`config.mk`:
```
export PLATFORM = sky130hd
export DESIGN_NAME = pll_supervisor_cegen
export DESIGN_NICKNAME = d
export VERILOG_FILES = /design/src/rtl/pll_supervisor_cegen.sv
export SDC_FILE = /design/constraint.sdc
export NUM_CORES = 1
export LEC_CHECK = 0
export ABC_AREA = 1
export CAP_MARGIN = 10
export CORE_UTILIZATION = 54
export CTS_BUF_LIST = sky130_fd_sc_hd__clkbuf_8
export DETAILED_ROUTE_END_ITERATION = 8
export GPL_TIMING_DRIVEN = 0
export PLACE_DENSITY = 0.8
export SYNTH_ARGS = -nofsm -noshare
export SYNTH_HDL_FRONTEND = slang
export SYNTH_SLANG_ARGS = --single-unit
```
`constraint.sdc`:
```
create_clock -name refclk -period 1.95 [get_ports refclk]
set_input_delay 0.39 -clock refclk [delete_from_list [all_inputs] [get_ports refclk]]
set_output_delay 0.39 -clock refclk [all_outputs]
set_load 0.05 [all_outputs]
```
`src/rtl/pll_supervisor_cegen.sv`:
```
// PLL supervisor: lock qualification, retry/fault handling, sequenced reset and NCO clock enables.
// Optional LOCK_LOSS_COUNT_EN adds a saturating lock_loss_cnt output.
module pll_supervisor_cegen #(
    parameter int NUM_CE        = 2,
    parameter int ACC_W         = 24,
    parameter int RST_HOLD      = 16,
    parameter int LOCK_TIMEOUT  = 65535,
    parameter int STABLE_CYCLES = 1024,
    parameter int MAX_RETRIES   = 3
) (
    input  logic                               refclk,
    input  logic                               rst,
    input  logic                               pll_locked,
    output logic                               pll_rst,
    input  logic [NUM_CE*ACC_W-1:0]            ce_inc,
    output logic [NUM_CE-1:0]                  ce_out,
    output logic                               sys_rst,
    output logic                               ready,
    output logic                               fault,
    output logic [$clog2(MAX_RETRIES+1)-1:0]   retry_cnt
`ifdef LOCK_LOSS_COUNT_EN
    ,
    output logic [7:0]                         lock_loss_cnt
`endif
);

    localparam int RTW    = $clog2(MAX_RETRIES + 1);
    localparam int CMAX_A = (RST_HOLD > LOCK_TIMEOUT) ? RST_HOLD : LOCK_TIMEOUT;
    localparam int CMAX   = (CMAX_A > STABLE_CYCLES) ? CMAX_A : STABLE_CYCLES;
    localparam int CNT_W  = $clog2(CMAX + 1);

    localparam logic [CNT_W-1:0] HOLD_END  = CNT_W'(RST_HOLD - 1);
    localparam logic [CNT_W-1:0] TO_END    = CNT_W'(LOCK_TIMEOUT - 1);
    localparam logic [CNT_W-1:0] STB_END   = CNT_W'(STABLE_CYCLES - 1);
    localparam logic [RTW-1:0]   RETRY_MAX = RTW'(MAX_RETRIES);

    typedef enum logic [2:0] {
        S_HOLD,
        S_WAIT,
        S_STABLE,
        S_RUN,
        S_FAULT
    } state_t;

    state_t             state;
    state_t             state_nxt;
    logic [CNT_W-1:0]   cnt;
    logic [CNT_W-1:0]   cnt_nxt;
    logic [RTW-1:0]     retry_nxt;
    logic [RTW-1:0]     retry_inc;
    logic [1:0]         sync;
    logic               lk;
    logic               run;
    logic               run_keep;

    assign lk        = sync[1];
    assign retry_inc = retry_cnt + RTW'(1);
    assign run_keep  = run && (state_nxt == S_RUN);

    // sys_rst/ready follow "staying in RUN", so they release one cycle
    // after entry but reassert on the very edge that leaves RUN.
    always_ff @(posedge refclk) begin
        if (rst) begin
            state     <= S_HOLD;
            cnt       <= '0;
            retry_cnt <= '0;
            sync      <= '0;
            sys_rst   <= 1'b1;
            ready     <= 1'b0;
        end else begin
            state     <= state_nxt;
            cnt       <= cnt_nxt;
            retry_cnt <= retry_nxt;
            sync      <= {sync[0], pll_locked};
            sys_rst   <= ~run_keep;
            ready     <= run_keep;
        end
    end

    always_comb begin
        state_nxt = state;
        cnt_nxt   = cnt + CNT_W'(1);
        retry_nxt = retry_cnt;
        unique case (state)
            S_HOLD: begin
                if (cnt == HOLD_END) begin
                    state_nxt = S_WAIT;
                    cnt_nxt   = '0;
                end
            end
            S_WAIT: begin
                // The lk cycle seen here is the first stable cycle.
                if (lk) begin
                    state_nxt = (STABLE_CYCLES > 1) ? S_STABLE : S_RUN;
                    cnt_nxt   = CNT_W'(1);
                end else if (cnt == TO_END) begin
                    retry_nxt = retry_inc;
                    state_nxt = (retry_inc == RETRY_MAX) ? S_FAULT : S_HOLD;
                    cnt_nxt   = '0;
                end
            end
            S_STABLE: begin
                if (!lk) begin
                    state_nxt = S_WAIT;
                    cnt_nxt   = '0;
                end else if (cnt >= STB_END) begin
                    state_nxt = S_RUN;
                    cnt_nxt   = '0;
                end
            end
            S_RUN: begin
                cnt_nxt = '0;
                if (!lk) begin
                    state_nxt = S_HOLD;
                end
            end
            S_FAULT: begin
                cnt_nxt = '0;
            end
            default: begin
                state_nxt = S_HOLD;
                cnt_nxt   = '0;
            end
        endcase
        if (state_nxt == S_RUN && state != S_RUN) begin
            retry_nxt = '0;
        end
    end

    always_comb begin
        pll_rst = 1'b0;
        fault   = 1'b0;
        run     = 1'b0;
        unique case (state)
            S_HOLD: begin
                pll_rst = 1'b1;
            end
            S_FAULT: begin
                pll_rst = 1'b1;
                fault   = 1'b1;
            end
            S_RUN: begin
                run = 1'b1;
            end
            default: begin
                run = 1'b0;
            end
        endcase
    end

    logic [ACC_W-1:0] acc [NUM_CE];
    logic [ACC_W:0]   sum [NUM_CE];

    always_comb begin
        for (int i = 0; i < NUM_CE; i++) begin
            sum[i] = {1'b0, acc[i]} + {1'b0, ce_inc[i*ACC_W +: ACC_W]};
        end
    end

    // Accumulator carry-out is the enable; idle channels hold at zero phase.
    always_ff @(posedge refclk) begin
        for (int i = 0; i < NUM_CE; i++) begin
            if (rst || !run) begin
                acc[i]    <= '0;
                ce_out[i] <= 1'b0;
            end else begin
                acc[i]    <= sum[i][ACC_W-1:0];
                ce_out[i] <= sum[i][ACC_W];
            end
        end
    end

`ifdef LOCK_LOSS_COUNT_EN
    always_ff @(posedge refclk) begin
        if (rst) begin
            lock_loss_cnt <= '0;
        end else if (run && state_nxt == S_HOLD && lock_loss_cnt != 8'hFF) begin
            lock_loss_cnt <= lock_loss_cnt + 8'd1;
        end
    end
`endif

endmodule

```
==> summary.txt, run 1 <==
Register area - 1500 um2
TritonRoute pass-1 iters - 6
CTS buffer count - 9
Multi-input logic area - 4270 um2
Crit-path max FO - 5
Fill count - 777
Top cell by count, worst path - nand2_1
Share of the synthesized area in the top cell type - 0.272
RSZ-0062 raised after global routing - true
Pwr per Cell Area - 475 nW/um2
Global Route met3 Usage - 0.0397
Post-synth top cells - 223 x nand2_1, 126 x nor2_1, 106 x inv_1, 75 x a21oi_1, 75 x dfxtp_1
FF-to-FF End - acc[1][8]
Worst Hold Class - primary input to register
Placer congestion estimate - 0.934
Register-to-register setup slack - 0.11 ns
Detailed router's first-iteration violation count - 326
Post-synthesis sequential area ratio - 0.272
Largest area contributor in the netlist - dfxtp_1
Vias in the first global route - 5,268
Critical path's top delay family - buffers and inverters
Mapped Nets - 961
Wire per inst - 13.8 um
Final Core Density - 0.741
Worst-Skew Late Latency - 0.36 ns
GRT Overall Usage - 0.273
Endpoints failing hold - 0
Mean Syn Cell Area - 6.45 um2
Met1 usage - 0.353
Buf+Inv Stages, Crit Path - 2
Root buffer cell - clkbuf_8
Worst Hold Depth - 2
Synth area leaders - dfxtp_1 27%, nand2_1 15%, ha_1 12%
Clock Skew - 0.00934 ns
# setup viols final - 0
Die area - 10,600 um2
Hold path endpoint - sync[0]
Initial core utilization - 0.561
Synth cell types - 37
Port bufs - 57
Largest net degree at the start of global routing - 13
Max-slew violation count - 0
Final nets - 1,042
I/O pins - 59
Critical path type - primary input to register
Initial antenna violation count - 0
Total number of vias - 5,932
FF-to-FF Start - acc[1][0]
Die H - 103 um
CP startpoint kind - primary input
# hold bufs at CTS - 0
CTS tree - yes
Clock sinks - 75
Die width - 103 um
Row count - 36
Max stage delay cell, worst path - clkdlybuf4s50_1
Worst path cell trace - clkdlybuf4s50_1, ha_2, nand2_2, nor2_2, nand2_1, o211ai_2, inv_1, o21ai_2, nand2_1, nand2_1, nor2_1
Post-DP HPWL - 10,400 um
Final period util - 0.997
Final Non-Filler Cells - 1,074
Share of cells above drive strength 1 - 0.190
Antenna Violating Nets Remaining - 0
Via density - 5.52
Clk slew on worst S/H paths - 0.08 ns
Highest cell delay on the worst timing path - 0.43 ns
H-tree Lvls - 3
Worst setup EP type - register
Fmax - 515 MHz
First-pass GRT wire length - 22,700 um
Met2 Resource Use GR - 0.468
Top-count cell post-synth - nand2_1
Cells after Synth - 857
Pleak - 3.17 nW
CTS max path bufs - 2
Yosys warning count - 0
Layout area overhead - 32.2%
Mapped cell area - 5530 um2
Final hold slack - 0.364 ns
Inst Count DP - 1,047
Antenna Cells - 0
Grt ovf - 0
Hold wc startpoint - rst
Status - finished clean
CP arrival - 2.20 ns
Drt drc - 0
Worst vdd ir - 0.413 mV
R2R depth - 11
Busiest grt layer - met2
CORE AREA - 9860 um2
EDFF count, synth - 0
Synth Register Bits - 75
Max_slew headroom - 0.662
Drt total wl - 14,800 um
Worst-Margin Slew - 0.505 ns
Critical Path RT - 2.21 ns
Max-cap violations - 0
Fin Setup TNS - 0 ns
Ys async rst share - 0
Synth Flop Type - dfxtp_1
Crit path time final - 1.94 ns
==> cell usage in the layout, fill, tap and decap left out, drive strengths merged <==
cell	netlist	final
a21o	2	2
a21oi	75	75
a31oi	4	4
buf	8	22
bufinv	0	3
clkbuf	1	11
clkdlybuf4s15	0	1
clkdlybuf4s50	0	50
dfxtp	75	75
dlygate4sd2	0	3
dlymetal6s2s	0	2
fa	2	2
ha	51	51
inv	108	109
nand2	225	225
nand3	50	50
nand3b	1	1
nand4	17	17
nor2	141	141
nor3	18	18
nor3b	2	2
nor4	2	2
o211ai	1	1
o21a	5	5
o21ai	48	48
o21bai	6	6
or2	2	2
xnor2	5	5
xor2	8	8
==> worst max path at each step <==
| stage | start | slack, ns | depth (start not counted) | to |
|---|---|---|---|---|
| detailed placement | ce_inc[24] | -0.76 | 12 | acc[1][16] |
| CTS | ce_inc[25] | 0.003 | 13 | acc[1][10] |
| floorplan | ce_inc[24] | 0.09 | 11 | acc[1][16] |
| global route | ce_inc[11] | -0.07 | 11 | acc[0][17] |
| finish | ce_inc[29] | 0.007 | 11 | acc[1][9] |
| global placement | ce_inc[0] | -0.74 | 13 | ce_out[0] |
==> logic make-up (layout without fill, tap and decap cells) <==
group	after synthesis	after routing	share of synthesized area
adder cells (fa/ha/maj)	53	53	0.123
buffers and inverters	117	201	0.0853
flip-flops	75	75	0.272
AO/OA/AOI/OAI	141	141	0.137
XOR/XNOR	13	13	0.0206
AND/OR/NAND/NOR	458	458	0.363
==> through the flow <==
step | setup slack, ns | power [mW] | cell area [um2]
after floorplan | 0.0902 | 1.77 | 5530
after global placement | -0.743 | 1.92 | 6270
after detailed placement | -0.756 | 1.92 | 6270
after CTS | 0.00299 | 3.40 | 6660
after global routing | -0.0674 | 3.61 | 7310
final | 0.00670 | 3.48 | 7310
==> state kept, by name, indices dropped and copies added (netlist names) <==
signal / cells
cnt: 16
state: 3
acc: 48
sys_rst: 1
ce_out: 2
retry_cnt: 2
sync: 2
ready: 1
==> timing repair <==
action	4_1_cts	5_1_grt
gates resized for setup	28	128
endpoints found under the setup margin	24	35
pin swaps	6	9
setup buffers	10	3
==> where the power goes <==
part / internal (mW) / switching, mW / leakage [nW] / total (mW)
Sequential: 1.54 / 0.00655 / 0.606 / 1.54
Clock: 0.876 / 0.616 / 0.119 / 1.49
Combinational: 0.207 / 0.232 / 2.45 / 0.440
Total: 2.62 / 0.855 / 3.17 / 3.48
==> worst register-to-register path: stages (launching register included) <==
cell,delay [ns]
dfxtp_2,0.35
ha_4,0.13
inv_1,0.05
fa_2,0.33
inv_2,0.07
nand3_1,0.08
nand2_2,0.13
inv_2,0.06
o21ai_4,0.24
buf_4,0.16
a21oi_1,0.05
o21a_1,0.10
==> area by class of cell <==
class	instances	area share
Multi-Input combinational cell	665	0.584
Sequential cell	75	0.206
Timing Repair Buffer	70	0.0909
Inverter	108	0.0555
Tap cell	133	0.0228
Clock buffer	10	0.0188
Clock inverter	4	0.0135
Buffer	9	0.00907
==> per-layer routing <==
metal / wire length, um / vias up
li1: - / 2944
met1: 6560 / 2698
met2: 6880 / 241
met3: 905 / 49
met4: 419 / 0
met5: 0 / -
(Power assumes the default switching activity.)
==> inputs of run 2 (changes only) <==
CORE_MARGIN = 8   (was unset)
==> summary.txt, run 2 (synthesis gave the netlist of run 1 again) <==
TritonRoute pass-1 iters - 5
CP arrival - 2.16 ns
CTS tree - yes
Critical path's top delay family - simple AND/OR/NAND/NOR gates
Die width - 117 um
Worst path cell trace - clkdlybuf4s50_1, ha_4, nand2_1, inv_1, nand2_1, nor3_2, nand4_1, nand3_1, nand2_1, nand2_1, nor2_1
Fill count - 842
H-tree Lvls - 3
Antenna Violating Nets Remaining - 0
Worst setup EP type - register
Status - finished clean
Pre-CTS setup slack - -0.750 ns
Beginning of the critical path - ce_inc[37]
Buf+Inv Stages, Crit Path - 2
Row count - 37
Busiest grt layer - met2
First-pass GRT wire length - 23,300 um
Post-DP HPWL - 10,800 um
CP startpoint kind - primary input
Detailed router's first-iteration violation count - 458
Max-cap violations - 0
Fmax - 525 MHz
Endpoints failing hold - 0
Largest registers - acc: 48 flops, cnt: 16 flops, state: 3 flops
Clk slew on worst S/H paths - 0.08 ns
Worst-Margin Slew - 0.506 ns
Critical path type - primary input to register
RSZ-0062 raised after global routing - true
Initial antenna violation count - 0
Critical Path RT - 2.20 ns
CTS buffer count - 9
Total number of vias - 5,837
Clock Skew - 0.00522 ns
Drt total wl - 14,900 um
Die area - 13,700 um2
Layout area overhead - 29.7%
Crit path time final - 1.91 ns
Register area - 1500 um2
Leading cell type in the layout, fill and taps excluded - nand2_1
Hold path endpoint - sync[0]
Worst vdd ir - 0.310 mV
Port bufs - 57
Highest cell delay on the worst timing path - 0.48 ns
Crit-path max FO - 5
Vias in the first global route - 5,347
Pwr per Cell Area - 455 nW/um2
I/O pins - 59
Met2 Resource Use GR - 0.356
Final period util - 0.978
Grt ovf - 0
Reg with most FFs - acc
R2R depth - 13
Commonest cells after routing, fill and taps aside - 206 x nand2_1, 112 x nor2_1, 100 x inv_1, 75 x dfxtp_1, 57 x a21oi_1
Final nets - 1,042
Wire per inst - 13.8 um
Multi-input logic area - 4140 um2
Pleak - 3.17 nW
Max-slew violation count - 0
Worst Hold Depth - 2
GRT Overall Usage - 0.211
Clock sinks - 75
CORE AREA - 10,100 um2
Final Non-Filler Cells - 1,079
Antenna Cells - 0
Initial core utilization - 0.545
Worst Hold Class - primary input to register
Worst Setup Slack, final - 0.0435 ns
Top cell by count, worst path - nand2_1
Root buffer cell - clkbuf_8
Global Route met3 Usage - 0.0349
Worst-Skew Late Latency - 0.35 ns
Share of cells above drive strength 1 - 0.192
CTS max path bufs - 2
# setup viols final - 0
Placer congestion estimate - 0.944
Inst Count DP - 1,050
Die H - 117 um
Largest register FFs - 48
Hold wc startpoint - rst
Largest net degree at the start of global routing - 15
Max_slew headroom - 0.661
Via density - 5.41
# hold bufs at CTS - 0
Drt drc - 0
Register-to-register setup slack - 0.12 ns
FF-to-FF End - acc[1][12]
FF-to-FF Start - acc[1][0]
Met1 usage - 0.259
Max stage delay cell, worst path - clkdlybuf4s50_1
## run 2: changes by cell type in the layout (fill, tap and decap cells not counted), sizes merged
cell          previous run  this run
bufinv                   3         1
inv                    109       110
dlymetal6s2s             2         3
clkinv                   0         3
dlygate4sd2              3         2
## run 2: through the flow
step	hold slack (ns)	TNS, ns	cell area, um2	util	power, mW
floorplan	0.388	0	5530	-	1.77
global placement	0.390	-16.88	6270	0.618	1.92
detailed placement	0.399	-17.46	6270	0.618	1.92
CTS	0.360	0	6630	0.654	3.22
global route	0.378	-0.352	7170	0.707	3.39
finish	0.367	0	7170	0.707	3.26
## run 2: power by group
group / switching (mW) / leakage, nW / internal, mW / total, mW
clock: 0.663 / 0.109 / 0.643 / 1.31
combinational: 0.219 / 2.46 / 0.193 / 0.412
sequential: 0.00682 / 0.605 / 1.54 / 1.54
## run 2: metal layers
layer	part of all wire	routed length [um]
met1	0.43	6440
met2	0.47	7080
met3	0.072	1080
met4	0.022	334
met5	0	0
## run 2: timing repair
| item | in CTS | in global routing |
|---|---|---|
| setup buffers | 10 | 3 |
| hold endpoints to repair | 0 | 0 |
| pin swaps | 6 | 12 |
| cloned | 0 | 0 |
| setup endpoints to repair | 25 | 35 |
| resized for setup | 31 | 116 |
## run 2: worst reg2reg max path, delay by kind of cell, from the launching register on
family	cells	cell delay, ns
adder cells (fa/ha/maj)	2	0.53
AND/OR/NAND/NOR	7	0.49
flip-flops	1	0.32
AO/OA/AOI/OAI	1	0.21
buffers and inverters	3	0.18
## run 2: area by class of cell
| type | count | area share |
|---|---|---|
| multi-input combinational | 665 | 0.577 |
| sequential | 75 | 0.209 |
| timing repair buffer | 70 | 0.0942 |
| inverter | 108 | 0.0569 |
| tap | 136 | 0.0237 |
| clock buffer | 10 | 0.0192 |
| clock inverter | 6 | 0.0101 |
| buffer | 9 | 0.00925 |
## run 2: worst max path at each step
stage,to,slack (ns),depth (start not counted)
final,acc[1][19],0.04,11
after global placement,ce_out[0],-0.73,13
after CTS,acc[1][12],0.003,14
after detailed placement,ce_out[0],-0.75,13
after floorplan,acc[1][16],0.09,11
after global routing,acc[1][11],-0.07,11
==> inputs of run 3 (changes only) <==
CORE_UTILIZATION = 52   (was 54)
CTS_BUF_LIST = sky130_fd_sc_hd__clkbuf_16   (was sky130_fd_sc_hd__clkbuf_8)
PLACE_DENSITY = 0.77   (was 0.8)
==> summary.txt, run 3 (synthesis gave the netlist of run 1 again) <==
Row count - 37
Met2 wire length - 7040 um
# hold bufs at CTS - 0
Worst path cell trace - clkdlybuf4s50_1, ha_2, nand2_1, o21ai_4, nand2_1, nand2_2, nand2_1, nand3_1, nand2_1, inv_1, nor2_1
# setup viols final - 0
Largest registers - acc: 48 flops, cnt: 16 flops, state: 3 flops
Max-cap violations - 0
Via density - 5.35
Status - finished clean
Share of cells above drive strength 1 - 0.203
M1 WL - 6460 um
Vias in the first global route - 5,300
Buf+Inv Stages, Crit Path - 2
Die width - 119 um
Fmax - 525 MHz
Worst setup EP type - register
Fin Setup TNS - 0 ns
Clk slew on worst S/H paths - 0.06 ns
CTS tree - yes
H-tree Lvls - 3
CP startpoint kind - primary input
Sw frac - 0.245
Largest net degree at the start of global routing - 15
Max_slew headroom - 0.660
Flop pwr share - 0.407
CTS buffer count - 9
Pleak - 3.23 nW
Worst Hold Class - primary input to register
Critical Path RT - 2.19 ns
Antenna Cells - 0
CTS max path bufs - 2
I/O pins - 59
Placer congestion estimate - 0.941
Critical path's top delay family - simple AND/OR/NAND/NOR gates
First-pass GRT wire length - 23,200 um
Crit-path max FO - 6
Layout area overhead - 33.0%
Clock Skew - 0.00733 ns
Highest cell delay on the worst timing path - 0.42 ns
Initial core utilization - 0.536
Drt drc - 0
Antenna Violating Nets Remaining - 0
Largest register FFs - 48
Initial antenna violation count - 0
Reg with most FFs - acc
Register-to-register setup slack - 0.09 ns
Max stage delay cell, worst path - clkdlybuf4s50_1
Commonest cells after routing, fill and taps aside - 208 x nand2_1, 106 x nor2_1, 101 x inv_1, 75 x dfxtp_1, 54 x a21oi_1
Die area - 14,200 um2
Worst-Skew Late Latency - 0.34 ns
Wire per inst - 13.8 um
Root buffer cell - clkbuf_16
Worst Setup Slack, final - 0.0450 ns
Top cell by count, worst path - nand2_1
Max-slew violation count - 0
Detailed router's first-iteration violation count - 398
Grt ovf - 0
Combinational group share of total power - 0.111
Final nets - 1,044
Die H - 119 um
Endpoints failing hold - 0
CP arrival - 2.14 ns
GRT Overall Usage - 0.194
Worst vdd ir - 0.368 mV
RSZ-0062 raised after global routing - true
Critical path type - primary input to register
Worst-Margin Slew - 0.508 ns
Cell-internal power - 2.86 mW
Drt total wl - 15,000 um
Clock sinks - 75
Leading cell type in the layout, fill and taps excluded - nand2_1
Switching power total - 930 uW
Pwr per Cell Area - 516 nW/um2
Post-DP HPWL - 10,900 um
Final period util - 0.977
CORE AREA - 10,300 um2
Crit path time final - 1.91 ns
Clock group share of total power - 0.482
Max Used Layer - met4
Final Core Density - 0.712
Pre-CTS setup slack - -0.755 ns
Total number of vias - 5,787
Port bufs - 57
TritonRoute pass-1 iters - 5
WL met3 - 1130 um
run 3: metal layers:
metal / GRT usage / up-vias
li1: - / 2953
met1: 0.234 / 2610
met2: 0.329 / 193
met3: 0.0472 / 31
met5: 0 / -
met4: 0.0648 / 0
run 3: final timing paths:
| path | startpoint | to | cells after the start |
|---|---|---|---|
| worst max register to register | acc[1][0] | acc[1][10] | 13 |
| worst max-delay path | ce_inc[2] | acc[0][23] | 11 |
| worst min-delay path | rst | sync[1] | 2 |
| worst min register to register | sync[0] | sync[1] | 2 |
run 3: layout make-up:
type                            count  area, um2
Timing Repair Buffer               72        691
Fill cell                         861       2970
Inverter                          108        405
Clock inverter                      7        101
Buffer                              9       66.3
Tap cell                          136        170
Sequential cell                    75       1500
Multi-Input combinational cell    665       4190
Clock buffer                        9        225
run 3: through the flow:
| step | instance area (um2) | power, mW | hold WS (ns) | std cells |
|---|---|---|---|---|
| global route | 7350 | 3.94 | 0.399 | 1081 |
| floorplan | 5530 | 1.77 | 0.388 | 857 |
| CTS | 6740 | 3.76 | 0.381 | 1076 |
| finish | 7350 | 3.80 | 0.379 | 1081 |
| detailed placement | 6270 | 1.92 | 0.398 | 1050 |
| global placement | 6270 | 1.92 | 0.388 | 1050 |
run 3: what timing repair did:
item / in CTS / in global routing
resized for setup: 26 / 133
buffers inserted: 10 / 5
pin swaps: 9 / 10
endpoints found under the setup margin: 25 / 34
run 3: power groups by stage:
stage	logic, mW	clock network, mW	registers (mW)
4_1_cts	0.347	1.87	1.55
3_3_place_gp	0.338	0	1.58
3_5_place_dp	0.342	0	1.58
5_1_grt	0.462	1.94	1.55
6_report	0.420	1.83	1.55
2_1_floorplan	0.192	0	1.58
